**config.mk**
```make
export PLATFORM = sky130hd
export DESIGN_NAME = multicycle_ctrl
export DESIGN_NICKNAME = d
export VERILOG_FILES = /design/src/rtl/multicycle_ctrl.sv
export SDC_FILE = /design/constraint.sdc
export NUM_CORES = 1
export LEC_CHECK = 0
export BUFFER_PORTS_ARGS = -buffer_cell sky130_fd_sc_hd__clkbuf_2
export CAP_MARGIN = 20
export CORE_ASPECT_RATIO = 0.9
export CORE_MARGIN = 10
export CORE_UTILIZATION = 29
export CTS_CLUSTER_SIZE = 40
export DETAILED_ROUTE_END_ITERATION = 8
export PLACE_DENSITY_LB_ADDON = 0.3
export REMOVE_ABC_BUFFERS = 1
export SLEW_MARGIN = 25
export SYNTH_ARGS = -nofsm -noshare
export SYNTH_HDL_FRONTEND = slang
export SYNTH_SLANG_ARGS = --single-unit
```
**constraint.sdc**
```tcl
create_clock -name CLK -period 1.6 [get_ports CLK]
set_clock_uncertainty 0.15 [all_clocks]
set_input_delay 0.08 -clock CLK [delete_from_list [all_inputs] [get_ports CLK]]
set_output_delay 0.08 -clock CLK [all_outputs]
set_load 0.1 [all_outputs]
```
**src/rtl/multicycle_ctrl.sv**
```systemverilog
// Main controller for the multicycle MIPS datapath.
// Sequences one instruction over 3-5 cycles from Op/Funct and drives all
// datapath strobes and mux selects. Also keeps a retired-instruction counter
// and exposes the state code for the board display.
module multicycle_ctrl #(
   parameter int CNT_W = 16
) (
   input  logic             CLK,
   input  logic             Reset,
   input  logic             Run,
   input  logic [5:0]       Op,
   input  logic [5:0]       Funct,
   input  logic             Zero,
   output logic             IorD,
   output logic             MemWrite,
   output logic             IRWrite,
   output logic             RegDst,
   output logic             MemToReg,
   output logic             ALUSrcA,
   output logic             RegWrite,
   output logic             PCEn,
   output logic             ExtOp,
   output logic [2:0]       ALUCtl,
   output logic [1:0]       ALUSrcB,
   output logic [1:0]       PCSrc,
   output logic [3:0]       State,
   output logic [CNT_W-1:0] InstrCount
);

   typedef enum logic [3:0] {
      FETCH  = 4'd0,
      DECODE = 4'd1,
      MEMADR = 4'd2,
      MEMRD  = 4'd3,
      MEMWB  = 4'd4,
      MEMWR  = 4'd5,
      EXEC   = 4'd6,
      ALUWB  = 4'd7,
      BRANCH = 4'd8,
      IEXEC  = 4'd9,
      IWB    = 4'd10,
      JUMP   = 4'd11
   } stateT;

   localparam logic [5:0] OP_R    = 6'b000000;
   localparam logic [5:0] OP_LW   = 6'b100011;
   localparam logic [5:0] OP_SW   = 6'b101011;
   localparam logic [5:0] OP_BEQ  = 6'b000100;
   localparam logic [5:0] OP_BNE  = 6'b000101;
   localparam logic [5:0] OP_ADDI = 6'b001000;
   localparam logic [5:0] OP_SLTI = 6'b001010;
   localparam logic [5:0] OP_ANDI = 6'b001100;
   localparam logic [5:0] OP_ORI  = 6'b001101;
   localparam logic [5:0] OP_J    = 6'b000010;

   localparam logic [2:0] ALU_ADD = 3'b010;
   localparam logic [2:0] ALU_SUB = 3'b110;
   localparam logic [2:0] ALU_AND = 3'b000;
   localparam logic [2:0] ALU_OR  = 3'b001;
   localparam logic [2:0] ALU_SLT = 3'b111;

   localparam logic [CNT_W-1:0] CNT_ONE = CNT_W'(1);

   stateT state;

   // State sequencing and retired-instruction counting.
   always_ff @(posedge CLK or negedge Reset) begin
      // NOTE: sequential state uses non-blocking assignments so every
      // register samples pre-edge values regardless of statement order.
      if (!Reset) begin
         state      <= FETCH;
         InstrCount <= '0;
      end else begin
         // Terminal states retire the instruction on the edge leaving them.
         case (state)
            MEMWB, MEMWR, ALUWB, BRANCH, IWB, JUMP:
               InstrCount <= InstrCount + CNT_ONE;
            default: ;
         endcase

         case (state)
            FETCH:   if (Run) state <= DECODE;
            DECODE: begin
               case (Op)
                  OP_LW, OP_SW:                        state <= MEMADR;
                  OP_R:                                state <= EXEC;
                  OP_BEQ, OP_BNE:                      state <= BRANCH;
                  OP_ADDI, OP_SLTI, OP_ANDI, OP_ORI:   state <= IEXEC;
                  OP_J:                                state <= JUMP;
                  default:                             state <= FETCH;
               endcase
            end
            MEMADR:  state <= (Op == OP_LW) ? MEMRD : MEMWR;
            MEMRD:   state <= MEMWB;
            EXEC:    state <= ALUWB;
            IEXEC:   state <= IWB;
            default: state <= FETCH;
         endcase
      end
   end

   assign State = state;

   // Strobe and mux-select decode from the current state (Zero only in BRANCH,
   // Run only in FETCH); everything is forced low while Reset is held.
   always_comb begin
      // NOTE: every output gets a default first so no path leaves one
      // unassigned, which would otherwise infer a latch.
      IorD     = 1'b0;
      MemWrite = 1'b0;
      IRWrite  = 1'b0;
      RegDst   = 1'b0;
      MemToReg = 1'b0;
      ALUSrcA  = 1'b0;
      RegWrite = 1'b0;
      PCEn     = 1'b0;
      ExtOp    = 1'b0;
      ALUCtl   = 3'b000;
      ALUSrcB  = 2'b00;
      PCSrc    = 2'b00;
      if (Reset) begin
         case (state)
            FETCH: begin
               if (Run) begin
                  IRWrite = 1'b1;
                  ALUSrcB = 2'b01;
                  ALUCtl  = ALU_ADD;
                  PCEn    = 1'b1;
               end
            end
            DECODE: begin
               // Branch target precomputed into ALUOut.
               ALUSrcB = 2'b11;
               ALUCtl  = ALU_ADD;
               ExtOp   = 1'b1;
            end
            MEMADR: begin
               ALUSrcA = 1'b1;
               ALUSrcB = 2'b10;
               ALUCtl  = ALU_ADD;
               ExtOp   = 1'b1;
            end
            MEMRD: IorD = 1'b1;
            MEMWB: begin
               MemToReg = 1'b1;
               RegWrite = 1'b1;
            end
            MEMWR: begin
               IorD     = 1'b1;
               MemWrite = 1'b1;
            end
            EXEC: begin
               ALUSrcA = 1'b1;
               case (Funct)
                  6'b100010: ALUCtl = ALU_SUB;
                  6'b100100: ALUCtl = ALU_AND;
                  6'b100101: ALUCtl = ALU_OR;
                  6'b101010: ALUCtl = ALU_SLT;
                  default:   ALUCtl = ALU_ADD;
               endcase
            end
            ALUWB: begin
               RegDst   = 1'b1;
               RegWrite = 1'b1;
            end
            BRANCH: begin
               ALUSrcA = 1'b1;
               ALUCtl  = ALU_SUB;
               PCSrc   = 2'b01;
               PCEn    = (Op == OP_BEQ) ? Zero : ~Zero;
            end
            IEXEC: begin
               ALUSrcA = 1'b1;
               ALUSrcB = 2'b10;
               case (Op)
                  OP_SLTI: begin
                     ALUCtl = ALU_SLT;
                     ExtOp  = 1'b1;
                  end
                  OP_ANDI: ALUCtl = ALU_AND;
                  OP_ORI:  ALUCtl = ALU_OR;
                  default: begin
                     ALUCtl = ALU_ADD;
                     ExtOp  = 1'b1;
                  end
               endcase
            end
            IWB: RegWrite = 1'b1;
            JUMP: begin
               PCSrc = 2'b10;
               PCEn  = 1'b1;
            end
            default: ;
         endcase
      end
   end

endmodule
```
==> results of run 1 <==
==> report_power, final <==
| group | switching, W | leakage [nW] | internal, W | total [W] |
|---|---|---|---|---|
| Combinational | 0.00113 | 0.970 | 0.000656 | 0.00178 |
| Clock | 0.000162 | 0.0288 | 0.000219 | 0.000381 |
| Sequential | 0.0000767 | 0.268 | 0.000566 | 0.000643 |
==> critical path, stage by stage, from the launching register on <==
cell and delay [ps]:
dfrtp_2 460, buf_6 150, nor4b_4 250, and3_4 230, a211o_1 140, buf_12 180
==> Yosys cell counts, types with 2 or more instances <==
cell type	n	area, µm²
buf_6	2	22.5
clkbuf_1	2	7.51
o21ai_0	4	20.0
nor2_1	13	48.8
mux2i_1	2	20.0
a31oi_1	3	18.8
inv_1	2	7.51
nand3_1	7	35.0
nand2b_4	2	27.5
and2_1	4	25.0
and3_1	6	37.5
o211ai_1	2	15.0
nor3b_1	2	15.0
nor4b_1	2	17.5
nand2_1	10	37.5
buf_2	5	25.0
nor3_1	4	20.0
a21oi_1	6	30.0
xnor2_1	13	114
dfrtp_1	20	500
nand3_2	4	40.0
nor2b_1	6	37.5
nand4_1	10	62.6
xor2_1	3	26.3
nor4_1	2	12.5
==> metal layers <==
layer	global-route usage	share of wire
met1	0.145	0.42
met5	0	0
met2	0.189	0.53
met4	0.0268	0.013
met3	0.0262	0.046
==> flip-flops by register name, summed over array words and instances, names as in the netlist <==
name        count
State           4
InstrCount     16
==> final cells by class <==
cell class | instances | area (µm²) | share of cell area
timing repair buffer | 103 | 1020 | 0.358
multi-input combinational | 134 | 1180 | 0.414
tap | 65 | 81.3 | 0.0286
inverter | 2 | 7.51 | 0.00264
clock buffer | 4 | 55.1 | 0.0194
sequential | 20 | 504 | 0.177
==> worst paths after layout <==
check	endpoint	slack (ps)	cells after the start
worst max-delay path	PCEn	-290	5
worst min-delay path	State[3]	130	4
worst max register to register	InstrCount[10]	-80	6
worst min register to register	InstrCount[15]	330	1
max in group asynchronous	InstrCount[1]	230	4
min in group asynchronous	InstrCount[6]	550	3
==> per-stage QoR <==
stage | setup TNS (ps) | area (µm²) | utilization | setup WS [ps] | power [W]
2_1_floorplan | -45680 | 1450 | - | -3390 | 0.00158
4_1_cts | -3080 | 2550 | 0.515 | -262 | 0.00267
6_report | -3620 | 2840 | 0.574 | -291 | 0.00281
5_1_grt | -5940 | 2840 | 0.574 | -371 | 0.00294
3_5_place_dp | -421 | 2380 | 0.480 | -92.8 | 0.00222
3_3_place_gp | -588 | 2380 | 0.480 | -135 | 0.00221
==> logic make-up (layout without fill, tap and decap cells) <==
| logic type | count (synthesis) | in the layout | synth area share |
|---|---|---|---|
| muxes | 2 | 2 | 0.0132 |
| adders and majority gates | 1 | 1 | 0.00827 |
| xor gates and xnor gates | 17 | 17 | 0.103 |
| buffers and inverters | 13 | 109 | 0.0496 |
| and+or+nand+nor | 81 | 81 | 0.328 |
| AOI/OAI and AO/OA | 33 | 33 | 0.167 |
| DFF | 20 | 20 | 0.331 |
==> repair_timing <==
action	4_1_cts	5_1_grt
endpoints found under the hold margin	20	0
pin swaps	4	19
gates resized for setup	21	47
endpoints found under the setup margin	19	32
buffers inserted	5	10
gates cloned	1	0
hold buffers	1	0
==> impl_metrics.toml, run 1 <==
[run_status]
outcome = "finished with violations"
failed_checks = "setup timing"

[global_routing]
antenna_found_initial = 0
grt_pass1_vias = 1608
grt_max_degree = 12
grt_pass1_wl_um = 7870
grt_usage = 0.114
grt_overflow_total = 0

[logic_synthesis]
yosys_most_used_dff = "dfrtp_1"
synth_edf_count = 0
synth.yosys.seq_area_share = 0.331
synth_seq_cells = 20
synth.avg_cell_area_um2 = 9.06
yosysUniqueCellTypes = 56
synthCells = 167
async_reset_ff_frac = 1.00
syn-cell-area_um2 = 1510
ys.warnings.count = 0

[die]
placementRows = 24
core_area_um2 = 4950
die_h_um = 88.5
fp.dieW_um = 96.1
die-area_um2 = 8510
ios = 52
start_util = 0.305

[clock_network]
clock_path_buffers = 2
cts_buffers = 3
clkSlewWorstSetupHoldPaths_ps = 70
cts_sinks = 20
htree_levels = 1
clk_latency_ps = 260
cts-root-buf = "clkbuf_8"
cts_tree = "yes"

[flow_run]
cap_violations = 0

[routing]
drtIter0Drc = 80
via_per_inst = 5.16
wl_um = 5310
num_vias = 1692
drt_first_pass_iters = 6
antenna_left = 0
routedWlPerCell_um = 16.2
drt_drc_violations_left = 0

[critical_path]
cp-start-kind = "flop"
end_kind = "output pin"
critPathLaunch = "State[0]"
reg2reg_from = "State[0]"
cp.arrival_ps = 1660
critPathMaxFanout = 5
critPathRequiredTime_ps = 1370
path_class = "flop to output pin"

[pwr]
ir_drop_uv = 788
leakagePower_nw = 1.27
power.density_nw_per_um2 = 986

[cells_and_area]
most-common-layout-cells = "38 x buf_4, 29 x clkbuf_2, 21 x buf_12"
diodes = 0
final_nets = 281
nFillCells = 402
fin_cells = 328
drive_gt1_frac = 0.582
area_growth_pct = 88.0
final_common_cell = "buf_4"

[timing]
post-route-period-util = 1.18
hold_slack_ps = 127
slew_headroom = 0.634
period_minus_slack_ps = 1890
setup_viol = 30
hold_violations = 0
worst-slew-pin-transition_ps = 552
rsz0062_at_grt = "yes"
max_freq_ghz = 0.529
fin_ws_ps = -291
drv_slew = 0

[place]
hpwl_um = 3750
dp.cells = 309
gp_routability_congestion = 0.865
port_buffers = 51

[worst_hold_path]
hp-start = "Op[4]"
hold_class = "primary input to flop"
No activity file was read; power rests on OpenSTA's default activity.
==> inputs of run 2 (changes only) <==
--- a/config.mk
+++ b/config.mk
@@ -8,7 +8,7 @@
 export BUFFER_PORTS_ARGS = -buffer_cell sky130_fd_sc_hd__clkbuf_2
 export CAP_MARGIN = 20
 export CORE_ASPECT_RATIO = 0.9
-export CORE_MARGIN = 10
+export CORE_MARGIN = 5
 export CORE_UTILIZATION = 29
 export CTS_CLUSTER_SIZE = 40
 export DETAILED_ROUTE_END_ITERATION = 8
==> run 2 against run 1 <==
  * The run still ends with setup timing left
  * Combinational power is essentially flat
  * Via count fell by 1.7%
  * Count of clock-buffer cells in the layout fell by 1
  * Maximum frequency up 2.0%
  * Total power is 2.6% lower
  * Wire length fell by 7.2%
  * Sequential power up 0.8%
  * First-iteration DRC count down 34%
  * Final cell count down 0.61%
  * Worst hold slack worse by 84 ps
  * Die area fell by 21%
  * Worst setup slack better by 37 ps
  * Critical endpoint unchanged
  * Highest routed layer unchanged
==> impl_metrics.toml, run 2 (synthesis results as in run 1) <==
[die]
placementRows = 25
die_h_um = 78.5
die-area_um2 = 6760
start_util = 0.293
core_area_um2 = 5160
fp.dieW_um = 86.1
ios = 52

[cells_and_area]
largest_reg_flops = 16
fin_util = 0.549
largest-register = "InstrCount"
drive_gt1_frac = 0.595
diodes = 0
area_growth_pct = 87.3
final_common_cell = "buf_4"
nFillCells = 453
final_nets = 278
most-common-layout-cells = "32 x buf_4, 29 x clkbuf_2, 21 x buf_12"

[timing]
worst-slew-pin-transition_ps = 544
fin_ws_ps = -254
rsz0062_at_grt = "yes"
slew_headroom = 0.639
drv_slew = 0
hold_violations = 0
post-route-period-util = 1.16
hold_slack_ps = 43.3
setup_viol = 31
max_freq_ghz = 0.539
period_minus_slack_ps = 1850

[routing]
via_per_inst = 5.10
num_vias = 1664
routedWlPerCell_um = 15.1
drtIter0Drc = 53
drt_first_pass_iters = 6
antenna_left = 0
wl_um = 4930
drt_drc_violations_left = 0

[pwr]
p_clk_frac = 0.121
netSwitchingFraction = 0.494
power_switching_w = 0.00135
seqPwrFrac = 0.237
p_comb_frac = 0.642
leakagePower_nw = 1.29
power_w = 0.00273
ir_drop_uv = 640
power.density_nw_per_um2 = 964
power.internal_w = 0.00138

[place]
gp_routability_congestion = 0.833
port_buffers = 51
hpwl_um = 3390
dp_slack_ps = -142

[worst_hold_path]
hold_class = "primary input to async pin"

[clock_network]
clk_latency_ps = 250
htree_levels = 1
cts_buffers = 3
clkSlewWorstSetupHoldPaths_ps = 70
cts-root-buf = "clkbuf_8"
cts_sinks = 20
clock_path_buffers = 2
cts_tree = "yes"

[critical_path]
reg2reg_from = "State[3]"
cp_slowest_cell = "dfrtp_2"
critPathMaxFanout = 4
cp.arrival_ps = 1620
cp-start-kind = "flop"
end_kind = "output pin"
cpPeakStageDelay_ps = 450
critPathRequiredTime_ps = 1370
worstPathCellList = "buf_6, nor4b_4, and3_4, a211o_1, buf_12"
rr_worst_depth = 7
r2r_setup_slack_ps = -100
r2r_end = "InstrCount[9]"
path_class = "flop to output pin"

[global_routing]
grt_max_degree = 21
grt_usage = 0.138
grt_pass1_wl_um = 7710
grt_overflow_total = 0
grt_pass1_vias = 1657
antenna_found_initial = 0

[flow_run]
cap_violations = 0

[run_status]
outcome = "finished with violations"
failed_checks = "setup timing"
==> run 2: cell types whose count changed in the layout (fill, tap and decap cells not counted), moves of 2 or more <==
cell | previous run | this run
buf_4 | 38 | 32
buf_6 | 14 | 16
nand2_4 | 1 | 4
nand3_2 | 5 | 2
nand3_4 | 2 | 5
nor2_1 | 9 | 7
nor2_2 | 1 | 4
nor2b_1 | 4 | 2
nor2b_2 | 0 | 2
==> run 2: critical path: cells and delay by family, from the launching register on <==
family,cells,cell delay (ps)
flip-flops,1,450
AND/OR/NAND/NOR,2,450
buffers and inverters,2,330
AO/OA/AOI/OAI,1,140
==> run 2: through the flow <==
step	area, µm²	cells	setup TNS (ps)
2_1_floorplan	1450	156	-45680
3_3_place_gp	2360	308	-327
3_5_place_dp	2360	308	-435
4_1_cts	2550	318	-3300
5_1_grt	2830	326	-5730
6_report	2830	326	-3900
==> run 2: what timing repair did <==
item | in CTS | in global routing
pin swaps | 17 | 19
gates resized for setup | 32 | 43
setup endpoints to repair | 17 | 31
cloned | 0 | 1
endpoints found under the hold margin | 20 | 0
hold buffers | 1 | 0
buffers inserted | 6 | 7
==> run 2: power groups by stage <==
stage	registers [W]	clock network, W	logic, W
2_1_floorplan	0.00112	0	0.000463
3_3_place_gp	0.000632	0	0.00153
3_5_place_dp	0.000634	0	0.00154
4_1_cts	0.000643	0.000336	0.00162
5_1_grt	0.000661	0.000355	0.00184
6_report	0.000648	0.000330	0.00175
==> run 2: how the worst max path moves through the flow <==
stage	cells after the start	slack, ps	end	startpoint
CTS	4	-260	ALUCtl[0]	State[2]
floorplan	2	-3390	ALUCtl[0]	State[0]
finish	5	-250	PCEn	State[3]
global placement	4	-130	ALUCtl[0]	State[2]
detailed placement	4	-140	ALUCtl[0]	State[2]
global route	6	-320	ALUCtl[2]	State[0]
==> run 2: layout make-up <==
type,count,area [µm²],area share
clock buffer,3,41.3,0.0146
inverter,2,7.51,0.00265
multi-input combinational,134,1180,0.417
sequential,20,504,0.178
tap,67,83.8,0.0296
timing repair buffer,100,1020,0.358
==> run 2: routing by layer <==
| layer | vias to the layer above | track usage | wire length [µm] |
|---|---|---|---|
| met1 | 820 | 0.179 | 2150 |
| met4 | 0 | 0.0222 | 84 |
| li1 | 809 | - | - |
| met2 | 27 | 0.243 | 2590 |
| met3 | 8 | 0.0210 | 109 |
| met5 | - | 0 | 0 |
